==> config.mk <==
export PLATFORM = sky130hd
export DESIGN_NAME = rmii_rx_deframer
export DESIGN_NICKNAME = d
export VERILOG_FILES = /design/src/rtl/rmii_rx_deframer.sv
export SDC_FILE = /design/constraint.sdc
export NUM_CORES = 1
export LEC_CHECK = 0
export ABC_AREA = 1
export CAP_MARGIN = 20
export CELL_PAD_IN_SITES_DETAIL_PLACEMENT = 0
export CELL_PAD_IN_SITES_GLOBAL_PLACEMENT = 1
export CORE_MARGIN = 2
export CORE_UTILIZATION = 44
export DETAILED_ROUTE_END_ITERATION = 16
export MAX_ROUTING_LAYER = met4
export PLACE_DENSITY_LB_ADDON = 0.1
export SLEW_MARGIN = 20
export SYNTH_ARGS = -nofsm -noshare
export SYNTH_HDL_FRONTEND = slang
export SYNTH_SLANG_ARGS = --single-unit
export TNS_END_PERCENT = 50
==> constraint.sdc <==
create_clock -name clk -period 1.95 [get_ports clk]
set_input_delay 0.2925 -clock clk [delete_from_list [all_inputs] [get_ports clk]]
set_output_delay 0.2925 -clock clk [all_outputs]
set_load 0.1 [all_outputs]
==> src/rtl/rmii_rx_deframer.sv <==
// rmii_rx_deframer: RMII receive front end for the 50 MHz reference clock domain.
// Registers CRS_DV/RXD once, strips preamble/SFD, assembles LSB-first bytes,
// checks CRC-32, length and dibit alignment, and emits a byte stream with
// last/error flags.
//
// Ports:
//   clk           50 MHz RMII reference clock
//   rst           synchronous reset, active-high
//   rmii_crs_dv   PHY CRS_DV
//   rmii_rxd      PHY RXD, bit 0 is the earlier bit
//   mac_rx_data   received byte
//   mac_rx_valid  one-cycle strobe per byte
//   mac_rx_last   final byte of a frame (qualified by valid)
//   mac_rx_err    frame error (qualified by valid && last)
//   frame_cnt     count of good frames, wraps
module rmii_rx_deframer #(
    parameter int MIN_PRE_DIBITS = 8,
    parameter int MIN_FRAME_LEN  = 64,
    parameter int MAX_FRAME_LEN  = 1522
) (
    input  logic        clk,
    input  logic        rst,
    input  logic        rmii_crs_dv,
    input  logic [1:0]  rmii_rxd,
    output logic [7:0]  mac_rx_data,
    output logic        mac_rx_valid,
    output logic        mac_rx_last,
    output logic        mac_rx_err,
    output logic [15:0] frame_cnt
);

    typedef enum logic [2:0] {IDLE, PREAMBLE, DATA, FLUSH, DROP} state_t;

    localparam logic [31:0] CRC_POLY    = 32'hEDB88320;
    localparam logic [31:0] CRC_RESIDUE = 32'hDEBB20E3;

    function automatic logic [31:0] crc_byte(input logic [31:0] c_in, input logic [7:0] b);
        logic [31:0] c;
        c = c_in;
        for (int unsigned i = 0; i < 8; i++) begin
            if (c[0] ^ b[i]) c = (c >> 1) ^ CRC_POLY;
            else             c = c >> 1;
        end
        return c;
    endfunction

    state_t      state_q, state_d;
    logic        crs_q, low_prev_q;
    logic [1:0]  rxd_q;
    logic [4:0]  pre_cnt_q, pre_cnt_d;
    logic [1:0]  idx_q, idx_d;
    logic [5:0]  sreg_q, sreg_d;
    logic [7:0]  held_q, held_d;
    logic        have_held_q, have_held_d;
    logic [31:0] crc_q, crc_d;
    logic [15:0] byte_cnt_q, byte_cnt_d;
    logic [7:0]  data_q, data_d;
    logic        valid_q, valid_d, last_q, last_d, err_q, err_d;
    logic [15:0] frame_cnt_q, frame_cnt_d;
    logic [7:0]  byte_new;
    logic        end_det, frame_bad;

    always_ff @(posedge clk) begin
        if (rst) begin
            state_q     <= IDLE;
            crs_q       <= 1'b0;
            rxd_q       <= '0;
            low_prev_q  <= 1'b0;
            pre_cnt_q   <= '0;
            idx_q       <= '0;
            sreg_q      <= '0;
            held_q      <= '0;
            have_held_q <= 1'b0;
            crc_q       <= '1;
            byte_cnt_q  <= '0;
            data_q      <= '0;
            valid_q     <= 1'b0;
            last_q      <= 1'b0;
            err_q       <= 1'b0;
            frame_cnt_q <= '0;
        end else begin
            state_q     <= state_d;
            crs_q       <= rmii_crs_dv;
            rxd_q       <= rmii_rxd;
            low_prev_q  <= ~crs_q;
            pre_cnt_q   <= pre_cnt_d;
            idx_q       <= idx_d;
            sreg_q      <= sreg_d;
            held_q      <= held_d;
            have_held_q <= have_held_d;
            crc_q       <= crc_d;
            byte_cnt_q  <= byte_cnt_d;
            data_q      <= data_d;
            valid_q     <= valid_d;
            last_q      <= last_d;
            err_q       <= err_d;
            frame_cnt_q <= frame_cnt_d;
        end
    end

    always_comb begin
        state_d     = state_q;
        pre_cnt_d   = pre_cnt_q;
        idx_d       = idx_q;
        sreg_d      = sreg_q;
        held_d      = held_q;
        have_held_d = have_held_q;
        crc_d       = crc_q;
        byte_cnt_d  = byte_cnt_q;
        data_d      = data_q;
        valid_d     = 1'b0;
        last_d      = 1'b0;
        err_d       = 1'b0;
        frame_cnt_d = frame_cnt_q;
        byte_new    = {rxd_q, sreg_q};
        end_det     = 1'b0;
        frame_bad   = 1'b0;

        unique case (state_q)
            IDLE: begin
                if (crs_q) begin
                    state_d   = PREAMBLE;
                    pre_cnt_d = '0;
                end
            end
            PREAMBLE: begin
                if (!crs_q) begin
                    if (low_prev_q) state_d = IDLE;
                end else begin
                    unique case (rxd_q)
                        2'b00: ;
                        2'b01: if (pre_cnt_q != 5'd31) pre_cnt_d = pre_cnt_q + 5'd1;
                        2'b11: begin
                            if (pre_cnt_q >= 5'(MIN_PRE_DIBITS)) begin
                                state_d     = DATA;
                                idx_d       = '0;
                                crc_d       = '1;
                                byte_cnt_d  = '0;
                                have_held_d = 1'b0;
                            end else begin
                                state_d = DROP;
                            end
                        end
                        default: state_d = DROP;
                    endcase
                end
            end
            DATA: begin
                // A lone low sample mid-byte is carrier-loss toggling and still
                // carries data; low on a byte boundary or twice in a row ends the frame.
                end_det = !crs_q && ((idx_q == 2'd0) || low_prev_q);
                if (end_det) begin
                    state_d     = IDLE;
                    have_held_d = 1'b0;
                    if (have_held_q) begin
                        frame_bad = (crc_q != CRC_RESIDUE) || (idx_q != 2'd0) ||
                                    (byte_cnt_q < 16'(MIN_FRAME_LEN));
                        valid_d = 1'b1;
                        last_d  = 1'b1;
                        data_d  = held_q;
                        err_d   = frame_bad;
                        if (!frame_bad) frame_cnt_d = frame_cnt_q + 16'd1;
                    end
                end else begin
                    idx_d = idx_q + 2'd1;
                    unique case (idx_q)
                        2'd0: sreg_d[1:0] = rxd_q;
                        2'd1: sreg_d[3:2] = rxd_q;
                        2'd2: sreg_d[5:4] = rxd_q;
                        default: begin
                            // Each byte is held one slot so the final one can carry last.
                            crc_d       = crc_byte(crc_q, byte_new);
                            byte_cnt_d  = byte_cnt_q + 16'd1;
                            held_d      = byte_new;
                            have_held_d = 1'b1;
                            if (have_held_q) begin
                                valid_d = 1'b1;
                                data_d  = held_q;
                            end
                            if (byte_cnt_d == 16'(MAX_FRAME_LEN)) state_d = FLUSH;
                        end
                    endcase
                end
            end
            FLUSH: begin
                valid_d     = 1'b1;
                last_d      = 1'b1;
                err_d       = 1'b1;
                data_d      = held_q;
                have_held_d = 1'b0;
                state_d     = DROP;
            end
            DROP: begin
                if (!crs_q && low_prev_q) state_d = IDLE;
            end
            default: state_d = IDLE;
        endcase
    end

    assign mac_rx_data  = data_q;
    assign mac_rx_valid = valid_q;
    assign mac_rx_last  = last_q;
    assign mac_rx_err   = err_q;
    assign frame_cnt    = frame_cnt_q;

endmodule

==> qor.yml, run 1 <==
grt_util_all_layers_pct: 24.13
status: "completed"
mostFrequentLayoutCell: "sky130_fd_sc_hd__nand2_1"
post_syn_nets: 907
p_clk_share_pct: 43.0
fraction_of_post_synthesis_cell_area_in_the_top_cell_type_by_area_pct: 34.52
worst_path_most_repeated_cell: "sky130_fd_sc_hd__xor2_1"
totalWireLength_mm: 16.73
library_cells_used_by_synthesis: 37
drc_errors: 0
drt_pass1_iterations: 4
criticalPathCategory: "flip-flop to flip-flop"
dominant_cells_by_area_after_synthesis: "sky130_fd_sc_hd__dfxtp_1 35%, sky130_fd_sc_hd__nand2_1 13%, sky130_fd_sc_hd__nor2_1 6.3%, sky130_fd_sc_hd__xor2_1 5.5%, sky130_fd_sc_hd__a21oi_1 5.4%"
rsz0062_at_grt: "true"
ff_latch_count_synth: 104
clock_latency_of_the_later_clocked_register_in_the_worst_skew_pair_ns: 0.37
postSynthAreaPerCell_um2: 6.762
cp-end-kind: "flip-flop"
clk_pin_slew_worst_setup_hold_paths_ns: 0.08
first_global_vias: 5561
fmax_mhz: 538.8
global_route_wire_length_before_repair_mm: 27.29
rr_worst_depth: 6
final-max-slew-violation-count: 0
via_count: 5816
post-route-min-period_ns: 1.856
io-pin-count: 32
largest_family_of_logic_cells_by_synthesized_area: "simple AND/OR/NAND/NOR gates"
cts.htree.levels: 3
holdCritPathClass: "input pin to flip-flop"
gpl_wtd_cong: 0.9006
yosys.area_share.adder_pct: 2.074
hpwlAfterDp_mm: 12.02
hold_path_cell_cnt: 3
timing.critical_path.required_ns: 2.21
utilization_pct: 53.84
fillers: 1307
count_of_final_hold_check_violations: 0
rrSetupSlack_ns: 0.09
clock_sink_count: 104
critical_path.max_stage_delay_ns: 0.42
critical_path.cell_chain: "xnor2_4, xor2_2, xor2_1, xor2_1, o21ai_1, nand2_1"
detail_route.wl_per_cell_um: 14.88
placementRows: 42
synthXorXnorAreaFrac_pct: 10.37
layout-area-overhead-vs-synth_pct: 18.67
rr_endpoint: "crc_q[17]$_SDFFE_PP1P_"
die-area_um2: 14660
synth.largest_area_cell: "sky130_fd_sc_hd__dfxtp_1"
cts-buffers-inserted: 9
startpoint_type: "flip-flop"
power.net_switching_w: 0.001226
cts_tree: "built"
power.leakage_nw: 2.925
finalNetCount: 958
initial_utilization_pct: 45.37
post_synthesis_mux_area_share_pct: 0
worst_hold_slack_ns: 0.4342
yosysSeqAreaShare_pct: 34.52
detailedRoute.firstIterationViolations: 426
port_buffers: 31
syn-cell-area_um2: 6032
synthesis.yosys.warnings: 0
layout_common_cells: "200 x sky130_fd_sc_hd__nand2_1, 90 x sky130_fd_sc_hd__nor2_1, 90 x sky130_fd_sc_hd__dfxtp_1, 85 x sky130_fd_sc_hd__inv_1, 65 x sky130_fd_sc_hd__a21oi_1"
sw_frac_of_total_pct: 27.69
vias_per_cell: 5.174
worstHoldEndpoint: "crs_q$_SDFF_PP0_"
clockRootBuffer: "sky130_fd_sc_hd__clkbuf_16"
r2r-start: "sreg_q[4]$_SDFFE_PP0P_"
combinational_power_share_pct: 7.6
skew_ns: 0.006599
floorplan.die.width_um: 121.1
cts_max_path_buffers: 2
grt_antenna_before_repair: 0
synth_simple_gate_area_share_pct: 29.99
synth_compound_gate_area_share_pct: 14.62
floorplan.die.height_um: 121.1
power.sequential.fraction_pct: 49.4
layout_worst_path_cycle_share_pct: 95.17
areal_power_density_over_the_cells_nw_per_um2: 618.7
synth_cells: 892
finalSetupViolCount: 0
worst_ep_arrival_time_ns: 2.12
drv.max_cap_violation_count: 0
grt_max_degree: 50
hold_sp: "rmii_crs_dv"
timing_worst_slew_pin_value_ns: 0.6179
worst_path_max_delay_cell: "sky130_fd_sc_hd__dfxtp_1"
drtAntennaViolNets: 0
grt_remaining_overflow: 0
cellInternalPower_w: 0.003203
worst_slew_margin_rel_pct: 58.81
antenna-diode-count: 0
placeableCoreArea_um2: 13300
drive_gt1_share_pct: 16.88
worst_ir_drop_vdd_mv: 0.5708
worst-path-max-fanout: 5
==> synthesized netlist by cell type (all sizes together) <==
master / instances
a211oi: 7
a21oi: 65
a31oi: 3
and3: 1
buf: 11
clkbuf: 16
dfxtp: 104
ha: 10
inv: 104
nand2: 211
nand3: 51
nand3b: 2
nand4: 24
nor2: 109
nor3: 20
nor3b: 1
o211a: 1
o211ai: 14
o21a: 1
o21ai: 70
o22ai: 2
or2: 3
xnor2: 21
xor2: 41
==> area by class of cell <==
cell class / count / area [um^2] / area share (%)
clock inverter: 7 / 81.33 / 1.136
inverter: 104 / 390.4 / 5.454
sequential: 104 / 2102 / 29.37
tap: 176 / 220.2 / 3.076
multi-input combinational: 657 / 3576 / 49.96
timing repair buffer: 67 / 563.0 / 7.866
clock buffer: 9 / 225.2 / 3.146
==> cells by family after synthesis <==
| kind of cell | after synthesis |
|---|---|
| XOR/XNOR | 62 |
| buffers and inverters | 131 |
| flip-flops | 104 |
| AO/OA/AOI/OAI | 163 |
| AND/OR/NAND/NOR | 422 |
| adder cells (fa/ha/maj) | 10 |
==> metrics by stage <==
stage | instance area [um^2] | worst slack [ns] | power (W) | std cells | setup TNS [ns]
after floorplan | 6041 | 0.007850 | 0.002445 | 892 | 0
after global placement | 6659 | 0.007946 | 0.002549 | 1104 | 0
after detailed placement | 6659 | -0.1058 | 0.002559 | 1104 | -0.4679
after CTS | 6994 | 0.002089 | 0.004464 | 1120 | 0
after global routing | 7158 | -0.0002736 | 0.004608 | 1124 | -0.0002736
final | 7158 | 0.09414 | 0.004429 | 1124 | 0
==> power groups by stage <==
stage	combinational, W	sequential [W]	clock, W
finish	0.000339	0.00219	0.00190
global route	0.000378	0.00219	0.00204
CTS	0.000325	0.00219	0.00195
detailed placement	0.000323	0.00224	0
global placement	0.000313	0.00224	0
floorplan	0.000216	0.00223	0
==> worst max path at each step <==
| stage | startpoint | endpoint | slack (ns) |
|---|---|---|---|
| after floorplan | frame_cnt[7]$_SDFFE_PP0P_ | frame_cnt[14]$_SDFFE_PP0P_ | 0.008 |
| after global placement | byte_cnt_q[1]$_SDFFE_PP0P_ | state_q[0]$_SDFFE_PP0P_ | 0.008 |
| after detailed placement | idx_q[0]$_SDFFE_PP0P_ | frame_cnt[9]$_SDFFE_PP0P_ | -0.11 |
| after CTS | idx_q[0]$_SDFFE_PP0P_ | frame_cnt[9]$_SDFFE_PP0P_ | 0.002 |
| after global routing | crc_q[19]$_SDFFE_PP1P_ | frame_cnt[9]$_SDFFE_PP0P_ | -0.0003 |
| final | sreg_q[4]$_SDFFE_PP0P_ | crc_q[17]$_SDFFE_PP1P_ | 0.09 |
==> critical path: cells and delay by family, from the launching register on <==
family	cells	cell delay [ns]
AND/OR/NAND/NOR	1	0.07
flip-flops	1	0.42
AO/OA/AOI/OAI	1	0.16
XOR/XNOR	4	1.11
==> flip-flops by register name, summed over array words and instances (netlist names) <==
name / count
held_q: 8
mac_rx_valid: 1
low_prev_q: 1
have_held_q: 1
mac_rx_last: 1
state_q: 3
byte_cnt_q: 16
mac_rx_err: 1
crc_q: 32
crs_q: 1
pre_cnt_q: 5
idx_q: 2
mac_rx_data: 8
frame_cnt: 16
sreg_q: 6
rxd_q: 2
==> routing by layer <==
metal | vias to the layer above | GRT usage, % | wire [um] | share of wire (%)
met5 | - | - | 0 | 0
met4 | 0 | 5.814 | 295 | 1.8
met3 | 19 | 4.652 | 819 | 4.9
met2 | 108 | 39.15 | 7874 | 47
met1 | 2692 | 31.11 | 7739 | 46
li1 | 2997 | - | - | -
==> what timing repair did <==
action / CTS / global route
gates cloned: 0 / 1
hold buffers: 0 / 0
resized for setup: 8 / 33
pin swaps: 0 / 5
buffers inserted: 0 / 3
endpoints found under the hold margin: 0 / 0
setup endpoints to repair: 13 / 46
No activity file was read; power rests on OpenSTA's default activity.
==> run 2: changes to the inputs <==
--- a/config.mk
+++ b/config.mk
@@ -14,3 +14,2 @@
 export DETAILED_ROUTE_END_ITERATION = 16
-export MAX_ROUTING_LAYER = met4
 export PLACE_DENSITY_LB_ADDON = 0.1
==> constraint.sdc (replaced) <==
create_clock -name clk -period 1.95 [get_ports clk]
set_input_delay 0.195 -clock clk [delete_from_list [all_inputs] [get_ports clk]]
set_output_delay 0.195 -clock clk [all_outputs]
set_load 0.1 [all_outputs]
==> qor.yml, run 2 (synthesis gave the netlist of run 1 again) <==
count_of_final_hold_check_violations: 0  # unchanged
initial_utilization_pct: 45.37  # unchanged
cts_tree: "built"
skew_ns: 0.006607  # +0.000007550 ns
cp-end-kind: "flip-flop"
timing_worst_slew_pin_value_ns: 0.6190  # +0.001102 ns
grt_remaining_overflow: 0  # unchanged
worst_hold_slack_ns: 0.3396  # -0.09453 ns
criticalPathCategory: "flip-flop to flip-flop"
finalSetupViolCount: 0  # unchanged
grt_max_degree: 50  # unchanged
stdcell_count: 1127  # +0.27%
layout_worst_path_cycle_share_pct: 94.69  # -0.48 points
cts_max_path_buffers: 2  # unchanged
clock_sink_count: 104  # unchanged
drive_gt1_share_pct: 17.03  # +0.16 points
grt_antenna_before_repair: 0  # unchanged
via_count: 5843  # +0.46%
totalWireLength_mm: 16.68  # -0.29%
worst_ir_drop_vdd_mv: 0.3724  # -35%
detail_route.wl_per_cell_um: 14.80  # -0.55%
largest_reg_flops: 32  # unchanged
critical_path.max_stage_delay_ns: 0.52  # +0.10 ns
worst-path-max-fanout: 5  # unchanged
vias_per_cell: 5.185  # +0.20%
detailedRoute.firstIterationViolations: 394  # -7.5%
gpl_wtd_cong: 0.8982  # -0.27%
clock_latency_of_the_later_clocked_register_in_the_worst_skew_pair_ns: 0.36  # about the same
global_route_wire_length_before_repair_mm: 27.03  # -0.93%
worst_ep_arrival_time_ns: 2.11  # about the same
drt_pass1_iterations: 5  # +1
drc_errors: 0  # unchanged
utilization_pct: 54.03  # +0.19 points
clockRootBuffer: "sky130_fd_sc_hd__clkbuf_16"
post-route-min-period_ns: 1.847  # -0.009350 ns
placementRows: 42  # unchanged
startpoint_type: "flip-flop"
critical_path.cell_chain: "nand4_1, nor2_1, nand2_1, nor2_2, nand3_4, nor3_4, nand2_2, nor2_2, nor2_1"
rr_worst_depth: 9  # +3
timing.critical_path.required_ns: 2.21  # about the same
die-area_um2: 14660  # unchanged
rsz0062_at_grt: "true"
port_buffers: 31  # unchanged
mostFrequentLayoutCell: "sky130_fd_sc_hd__nand2_1"
hpwlAfterDp_mm: 12.09  # +0.55%
cts-buffers-inserted: 9  # unchanged
cts.htree.levels: 3  # unchanged
worst_path_max_delay_cell: "sky130_fd_sc_hd__dfxtp_1"
drtAntennaViolNets: 0  # unchanged
numPlacedInstances: 1106  # +0.18%
areal_power_density_over_the_cells_nw_per_um2: 621.1  # +0.38%
fin_total_pwr_w: 0.004461  # +0.73%
antenna-diode-count: 0  # unchanged
floorplan.die.width_um: 121.1  # unchanged
clk_pin_slew_worst_setup_hold_paths_ns: 0.07  # about the same
worst_slew_margin_rel_pct: 58.73  # -0.074 points
io-pin-count: 32  # unchanged
fmax_mhz: 541.6  # +0.51%
holdCritPathClass: "input pin to flip-flop"
power.leakage_nw: 2.949  # +0.81%
placeableCoreArea_um2: 13300  # unchanged
first_global_vias: 5460  # -1.8%
regMostFlops: "crc_q"
hold_path_cell_cnt: 4  # +1
drv.max_cap_violation_count: 0  # unchanged
final-max-slew-violation-count: 0  # unchanged
finalNetCount: 961  # +0.31%
holdBufCountCts: 0  # unchanged
layout-area-overhead-vs-synth_pct: 19.08
floorplan.die.height_um: 121.1  # unchanged
grt_util_all_layers_pct: 23.23  # -0.90 points
layout_common_cells: "200 x sky130_fd_sc_hd__nand2_1, 91 x sky130_fd_sc_hd__dfxtp_1, 89 x sky130_fd_sc_hd__nor2_1, 84 x sky130_fd_sc_hd__inv_1, 65 x sky130_fd_sc_hd__a21oi_1"
status: "completed"
timing.setup.tns_ns: 0  # unchanged
run 2: cell count changes in the layout (fill, tap and decap cells not counted), sizes merged:
| cell | before | now |
|---|---|---|
| clkbuf | 10 | 11 |
| inv | 109 | 108 |
| clkinv | 2 | 1 |
| bufinv | 0 | 1 |
| buf | 63 | 66 |
run 2: final timing paths:
path                        startpoint                         end  slack [ns]
max              crc_q[5]$_SDFFE_PP1P_   frame_cnt[6]$_SDFFE_PP0P_        0.10
min                                rst  frame_cnt[12]$_SDFFE_PP0P_        0.34
max reg2reg      crc_q[5]$_SDFFE_PP1P_   frame_cnt[6]$_SDFFE_PP0P_        0.10
min reg2reg  pre_cnt_q[4]$_SDFFE_PP0P_   pre_cnt_q[4]$_SDFFE_PP0P_        0.47
run 2: critical path, delay by kind of cell (launching register included):
kind             cells  cell delay (ns)
flip-flops           1             0.52
AND/OR/NAND/NOR      9             1.24
run 2: metrics by stage:
| stage | cell area (um^2) | setup slack [ns] |
|---|---|---|
| after floorplan | 6041 | 0.007850 |
| after global placement | 6661 | 0.006508 |
| after detailed placement | 6661 | -0.1049 |
| after CTS | 7005 | 0.001903 |
| after global routing | 7183 | -0.02513 |
| final | 7183 | 0.1035 |
run 2: layer usage:
layer	part of all wire [%]	global-route usage [%]	vias to the layer above	wire (um)
met5	0	0	-	0
met4	1.6	8.285	0	265
li1	-	-	3000	-
met1	47	31.56	2695	7881
met3	4.3	3.383	20	711
met2	47	37.50	128	7822
run 2: layout make-up:
type                       instances  area, um^2
sequential                       104        2101
clock buffer                      10       229.0
multi-input combinational        657        3580
clock inverter                     6       86.33
inverter                         104       390.4
tap                              176       220.2
fill                            1301        6112
timing repair buffer              70       576.8
run 2: report_power, final:
part           leakage, nW  switching [W]  internal (W)
clock                0.154       0.000911       0.00104
sequential           0.847      0.0000370       0.00215
combinational         1.95       0.000204      0.000122
total                 2.95        0.00115       0.00331
run 2: timing repair:
item,CTS,global route
cloned,0,1
pin swaps,0,4
resized for setup,8,36
buffers inserted,0,4
setup endpoints to repair,15,54
==> run 3: changes to the inputs <==
CTS_CLUSTER_DIAMETER = 80   (was unset)
==> results of run 3 <==
No change in the layout: final DEF, timing and power equal those of run 2.
